<file path="src/rtl/uart_rx_fifo.sv">
// UART receiver (8N1, or 8E1 when UART_RX_PARITY_EN is defined) feeding a
// show-ahead byte FIFO read by the core.
// Optional feature macro: UART_RX_PARITY_EN (even parity bit between data and stop).
module uart_rx_fifo #(
    parameter int unsigned CLKS_PER_BIT = 434,
    parameter int unsigned FIFO_AW      = 4
) (
    input  logic       clk,
    input  logic       rst_n,
    input  logic       uart_rxd,
    input  logic       uart_rdreq,
    output logic [7:0] uart_in,
    output logic       uart_empty,
    output logic       rx_overrun,
    output logic       rx_frame_err
);

    localparam int unsigned CNT_W = 16;
    localparam int unsigned PTR_W = FIFO_AW + 1;
    localparam int unsigned DEPTH = 1 << FIFO_AW;

    // Counter counts down to zero, so a load of N-1 expires after exactly N cycles.
    localparam logic [CNT_W-1:0] BIT_RELOAD  = CNT_W'(CLKS_PER_BIT - 1);
    localparam logic [CNT_W-1:0] HALF_RELOAD = CNT_W'((CLKS_PER_BIT / 2) - 1);

    typedef enum logic [2:0] {
        S_IDLE      = 3'd0,
        S_START     = 3'd1,
        S_DATA      = 3'd2,
        S_STOP      = 3'd3,
        S_WAIT_HIGH = 3'd4
`ifdef UART_RX_PARITY_EN
        ,
        S_PARITY    = 3'd5
`endif
    } rx_state_e;

    // ------------------------------------------------------------------
    // Receiver state
    // ------------------------------------------------------------------
    logic [1:0]       sync_q;
    logic             rx_s;
    rx_state_e        state_q, state_d;
    logic [CNT_W-1:0] cnt_q, cnt_d;
    logic [2:0]       idx_q, idx_d;
    logic [7:0]       shift_q, shift_d;
    logic             cnt_done_c;
    logic             push_c;
    logic             ferr_c;
    logic             frame_err_q;
`ifdef UART_RX_PARITY_EN
    logic             par_err_q, par_err_d;
`endif

    // ------------------------------------------------------------------
    // FIFO state
    // ------------------------------------------------------------------
    logic [PTR_W-1:0] wr_ptr_q, wr_ptr_d;
    logic [PTR_W-1:0] rd_ptr_q, rd_ptr_d;
    logic [7:0]       mem_q [DEPTH];
    logic             overrun_q, overrun_d;
    logic             empty_c;
    logic             full_c;
    logic             pop_c;
    logic             wr_en_c;

    // Two-flop synchronizer for the asynchronous serial line; idles high.
    always_ff @(posedge clk or negedge rst_n) begin
        if (!rst_n) begin
            sync_q <= 2'b11;
        end else begin
            sync_q <= {sync_q[0], uart_rxd};
        end
    end

    assign rx_s       = sync_q[1];
    assign cnt_done_c = (cnt_q == '0);

    // Receiver registers.
    always_ff @(posedge clk or negedge rst_n) begin
        if (!rst_n) begin
            state_q     <= S_IDLE;
            cnt_q       <= '0;
            idx_q       <= '0;
            shift_q     <= '0;
            frame_err_q <= 1'b0;
`ifdef UART_RX_PARITY_EN
            par_err_q   <= 1'b0;
`endif
        end else begin
            state_q     <= state_d;
            cnt_q       <= cnt_d;
            idx_q       <= idx_d;
            shift_q     <= shift_d;
            frame_err_q <= ferr_c;
`ifdef UART_RX_PARITY_EN
            par_err_q   <= par_err_d;
`endif
        end
    end

    // Receiver next-state: mid-bit sampling, byte assembly, push and error decisions.
    always_comb begin
        state_d = state_q;
        cnt_d   = cnt_q;
        idx_d   = idx_q;
        shift_d = shift_q;
        push_c  = 1'b0;
        ferr_c  = 1'b0;
`ifdef UART_RX_PARITY_EN
        par_err_d = par_err_q;
`endif
        case (state_q)
            S_IDLE: begin
                if (!rx_s) begin
                    cnt_d   = HALF_RELOAD;
                    state_d = S_START;
`ifdef UART_RX_PARITY_EN
                    par_err_d = 1'b0;
`endif
                end
            end
            S_START: begin
                if (cnt_done_c) begin
                    if (rx_s) begin
                        state_d = S_IDLE;
                    end else begin
                        cnt_d   = BIT_RELOAD;
                        idx_d   = 3'd0;
                        state_d = S_DATA;
                    end
                end else begin
                    cnt_d = cnt_q - CNT_W'(1);
                end
            end
            S_DATA: begin
                if (cnt_done_c) begin
                    shift_d = {rx_s, shift_q[7:1]};
                    cnt_d   = BIT_RELOAD;
                    if (idx_q == 3'd7) begin
`ifdef UART_RX_PARITY_EN
                        state_d = S_PARITY;
`else
                        state_d = S_STOP;
`endif
                    end else begin
                        idx_d = idx_q + 3'd1;
                    end
                end else begin
                    cnt_d = cnt_q - CNT_W'(1);
                end
            end
`ifdef UART_RX_PARITY_EN
            S_PARITY: begin
                if (cnt_done_c) begin
                    par_err_d = rx_s ^ (^shift_q);
                    cnt_d     = BIT_RELOAD;
                    state_d   = S_STOP;
                end else begin
                    cnt_d = cnt_q - CNT_W'(1);
                end
            end
`endif
            S_STOP: begin
                if (cnt_done_c) begin
                    if (rx_s) begin
`ifdef UART_RX_PARITY_EN
                        ferr_c = par_err_q;
                        push_c = !par_err_q;
`else
                        push_c = 1'b1;
`endif
                        state_d = S_IDLE;
                    end else begin
                        // Bad stop bit: wait out any break before looking for a new start.
                        ferr_c  = 1'b1;
                        state_d = S_WAIT_HIGH;
                    end
                end else begin
                    cnt_d = cnt_q - CNT_W'(1);
                end
            end
            S_WAIT_HIGH: begin
                if (rx_s) begin
                    state_d = S_IDLE;
                end
            end
            default: begin
                state_d = S_IDLE;
            end
        endcase
    end

    // FIFO status and accepted-operation decode; a pop frees a slot for a same-cycle push.
    assign empty_c = (wr_ptr_q == rd_ptr_q);
    assign full_c  = (wr_ptr_q[FIFO_AW-1:0] == rd_ptr_q[FIFO_AW-1:0]) &&
                     (wr_ptr_q[FIFO_AW] != rd_ptr_q[FIFO_AW]);
    assign pop_c   = uart_rdreq && !empty_c;
    assign wr_en_c = push_c && (!full_c || pop_c);

    // FIFO pointer and sticky overrun next-state.
    always_comb begin
        rd_ptr_d  = rd_ptr_q;
        wr_ptr_d  = wr_ptr_q;
        overrun_d = overrun_q;
        if (pop_c) begin
            rd_ptr_d = rd_ptr_q + PTR_W'(1);
        end
        if (wr_en_c) begin
            wr_ptr_d = wr_ptr_q + PTR_W'(1);
        end
        if (push_c && full_c && !pop_c) begin
            overrun_d = 1'b1;
        end
    end

    // FIFO pointer and overrun registers.
    always_ff @(posedge clk or negedge rst_n) begin
        if (!rst_n) begin
            rd_ptr_q  <= '0;
            wr_ptr_q  <= '0;
            overrun_q <= 1'b0;
        end else begin
            rd_ptr_q  <= rd_ptr_d;
            wr_ptr_q  <= wr_ptr_d;
            overrun_q <= overrun_d;
        end
    end

    // FIFO storage; contents are don't-care until written, so no reset.
    always_ff @(posedge clk) begin
        if (wr_en_c) begin
            mem_q[wr_ptr_q[FIFO_AW-1:0]] <= shift_q;
        end
    end

    // Show-ahead head byte, forced to zero while empty.
    assign uart_in      = empty_c ? 8'h00 : mem_q[rd_ptr_q[FIFO_AW-1:0]];
    assign uart_empty   = empty_c;
    assign rx_overrun   = overrun_q;
    assign rx_frame_err = frame_err_q;

endmodule

</file>
<file path="config.mk">
export PLATFORM = sky130hd
export DESIGN_NAME = uart_rx_fifo
export DESIGN_NICKNAME = d
export VERILOG_FILES = /design/src/rtl/uart_rx_fifo.sv
export SDC_FILE = /design/constraint.sdc
export NUM_CORES = 1
export LEC_CHECK = 0
export ABC_AREA = 1
export CAP_MARGIN = 20
export CORE_ASPECT_RATIO = 0.75
export CORE_MARGIN = 2
export CORE_UTILIZATION = 56
export DETAILED_ROUTE_END_ITERATION = 16
export GPL_TIMING_DRIVEN = 0
export PLACE_DENSITY = 0.76
export SYNTH_ARGS = -nofsm -noshare
export SYNTH_HDL_FRONTEND = slang
export SYNTH_SLANG_ARGS = --single-unit
</file>
<file path="constraint.sdc">
create_clock -name clk -period 2.3 [get_ports clk]
set_input_delay 0.46 -clock clk [delete_from_list [all_inputs] [get_ports clk]]
set_output_delay 0.46 -clock clk [all_outputs]
set_load 0.03 [all_outputs]
</file>
==> metrics <==
die height 106 um; synthesized cell area 7720 um2; instance count of the mapped netlist 739; yosys synthesis warning count 0; total CTS buffers 17; Initial Util 0.567; register bit total from synthesis 172; WS Path Type reg2out; R2R setup slack 0.07 ns; CTS root buf clkbuf_16; RR Startpoint cnt_q[0]$_DFFE_PN0P_; violated checks negative setup slack; Initial DRC Count 625; Worst setup EP type output pin; crit-path most repeated cell buf_12; Post-DP HPWL 11900 um; # rows 37; die span in x 140 um; Reg2Reg Capture Point mem_q[5][5]$_DFFE_PP_; Post-Place Cells 929; WP data arrival 2.19 ns; drt pass-1 iters 5; Total Routing Usage GR 0.264; Slew Limit Headroom 0.471; antenna-violating nets left 0; Hold Path Sink sync_q[1]$_DFF_PN1_; largest net degree at the start of global routing 30; Final Max Slew Viols 0; Synthesized Nets 751; syn_area_per_cell 10.4 um2; IO Port Bufs 14; final non-filler cell total 984; final worst slack -0.351 ns; P&R area growth vs syn 21.4%; fin crit share 1.15; CP Data Required Time 1.84 ns; vias in the first global route 5541; Final Power 9.98 mW; Inserted Diodes 0; TritonCTS clock tree yes; routed length per instance 19.1 um; core area 13600 um2; worst-path cell chain inv_2, buf_12, buf_8, buf_12, nor2_2, o211ai_1, nand3_1, a21oi_2, buf_6; Worst Hold Depth 0; layout cell share with drive strength beyond 1 0.209; Filler cells 937; Max stage delay on crit path 0.47 ns; DRC 0; first-pass GRT wire length 29300 um; CP startpoint kind flop; Fin Hold WS 0.361 ns; Worst Reg2Reg Path Length in Cells 9; full die area 14700 um2; Vias per Instance 5.88; Max Freq 377 MHz; crit path max fanout 8; Slowest-stage cell, CP dfrtp_2; Placer Congestion 0.929; status complete, but fails checks; CTS H-Tree Depth 4; Worst Tran Pin Value 0.794 ns; Clk Latency, worst-skew pair 0.43 ns; clk slew on worst S/H paths 0.06 ns; initial antenna violation count 0; nets 808; RSZ-0062 raised after global routing yes; vias 5783; distinct cell type count after synthesis 36; Max clock buf depth 2; Ports 15; final setup fails 9; max-cap violations 0; Final Hold Fails 0; Hold Path Class reg2reg; CTS Sinks 172; crit path time final 2.65 ns; sequential-to-total area share from yosys stat 0.641; VDD IR max 0.695 mV; Pwr per Cell Area 1070 nW/um2; Clock Skew 0.00670 ns; WL final 18800 um; total grt overflow 0; worst hold start sync_q[0]$_DFF_PN1_; P_leak 3.99 nW
[worst max-delay path by stage]
stage	start	cells past startpoint	slack [ns]	to
detailed placement	rd_ptr_q[1]$_DFFE_PN0P_	10	-0.74	uart_in[1]
floorplan	cnt_q[0]$_DFFE_PN0P_	8	0.07	mem_q[0][0]$_DFFE_PP_
CTS	rd_ptr_q[0]$_DFFE_PN0P_	8	-0.24	uart_in[1]
finish	rd_ptr_q[0]$_DFFE_PN0P_	9	-0.35	uart_in[1]
global placement	rd_ptr_q[1]$_DFFE_PN0P_	10	-0.68	uart_in[6]
global route	rd_ptr_q[0]$_DFFE_PN0P_	9	-0.40	uart_in[6]
[stage by stage]
step	util	instance area [um2]	worst slack, ns	setup TNS (ns)
after detailed placement	0.595	8090	-0.743	-61.12
after CTS	0.675	9190	-0.242	-1.71
after global placement	0.593	8080	-0.682	-68.99
after global routing	0.688	9370	-0.399	-3.28
final	0.688	9370	-0.351	-2.49
after floorplan	-	7720	0.0679	0
[cells by family (layout without fill, tap and decap cells)]
kind of cell	count (synthesis)	after routing	synth area share
fa+ha+maj	8	8	0.0130
xor+xnor	15	15	0.0170
compound gates	138	138	0.0984
simple gates	325	325	0.187
flops	172	172	0.641
buf+inv	81	151	0.0431
[report_power, final]
group | total, mW | internal (mW) | switching, mW
combinational | 3.78 | 1.56 | 2.22
clock | 2.79 | 1.59 | 1.20
sequential | 3.41 | 3.34 | 0.0691
total | 9.98 | 6.49 | 3.49
[flip-flops by register name, indices dropped and copies added, names as in the netlist]
name / count
state_q: 3
rd_ptr_q: 5
wr_ptr_q: 5
mem_q: 128
sync_q: 2
cnt_q: 16
rx_frame_err: 1
shift_q: 8
rx_overrun: 1
idx_q: 3
[per-layer routing]
layer	GRT usage	up-vias	wire length, um	share of wire
met1	0.376	2777	7900	0.42
met2	0.385	314	8570	0.46
met5	0	-	0	0
met3	0.0913	31	1930	0.10
met4	0.0836	0	408	0.022
li1	-	2661	-	-
[placed cells by master (no fill, tap or decap), types with 3 or more instances in the layout]
master and n:
nor2_2 9, buf_12 6, inv_2 10, buf_6 14, ha_1 7, clkinv_1 4
o211ai_1 17, clkbuf_4 4, edfxtp_1 128, nor2_1 108, a21oi_2 6, xor2_1 10
buf_2 3, xnor2_1 5, o22ai_2 7, clkbuf_16 18, a21oi_1 8, nand2_1 124
nand4_1 6, o22ai_1 11, inv_1 41, nand2_2 4, buf_4 20, nand2_4 3
clkinv_2 3, nand3_4 5, clkinv_4 6, o21ai_0 80, clkdlybuf4s50_1 4, o21ai_1 7
clkbuf_8 6, nand3_1 34, dfrtp_1 41, nor2_4 22
[Yosys cell counts (all sizes together)]
cell type	n	area, um2
inv	53	199
nor3	3	31.3
and2	1	8.76
edfxtp	128	3840
nand3b	1	7.51
o211ai	17	128
o21bai	1	7.51
dfstp	2	52.6
o21ai	87	435
nand4	6	37.5
a21oi	14	70.1
clkinv	2	7.51
dfrtp	42	1050
nand2	133	537
xor2	10	87.6
a31oi	1	6.26
ha	8	100
clkbuf	12	55.1
xnor2	5	43.8
buf	14	71.3
o22ai	18	113
nor2	140	584
nand3	41	240
[final cells by class]
type | count | area (um2) | area share
well taps | 175 | 219 | 0.0234
clock inverters | 15 | 150 | 0.0160
plain buffers | 26 | 278 | 0.0296
repair buffers | 37 | 393 | 0.0419
clock buffers | 17 | 425 | 0.0454
repair inverters | 1 | 11.3 | 0.00120
multi-input cells | 486 | 2730 | 0.291
inverters | 55 | 218 | 0.0232
flip-flops and latches | 172 | 4950 | 0.528
[critical path: cells and delay by family (launching register included)]
kind | cells | cell delay (ns)
buffers and inverters | 5 | 0.64
AOI/OAI and AO/OA | 2 | 0.44
DFF | 1 | 0.47
and+or+nand+nor | 2 | 0.20
[what timing repair did]
action / in CTS / in global routing
endpoints found under the hold margin: 13 / 0
setup buffers: 11 / 9
cloned: 1 / 2
pin swaps: 24 / 23
gates resized for setup: 174 / 27
setup endpoints to repair: 137 / 137
hold buffers: 1 / 0
Note: power is estimated with default switching activity, not from simulation.
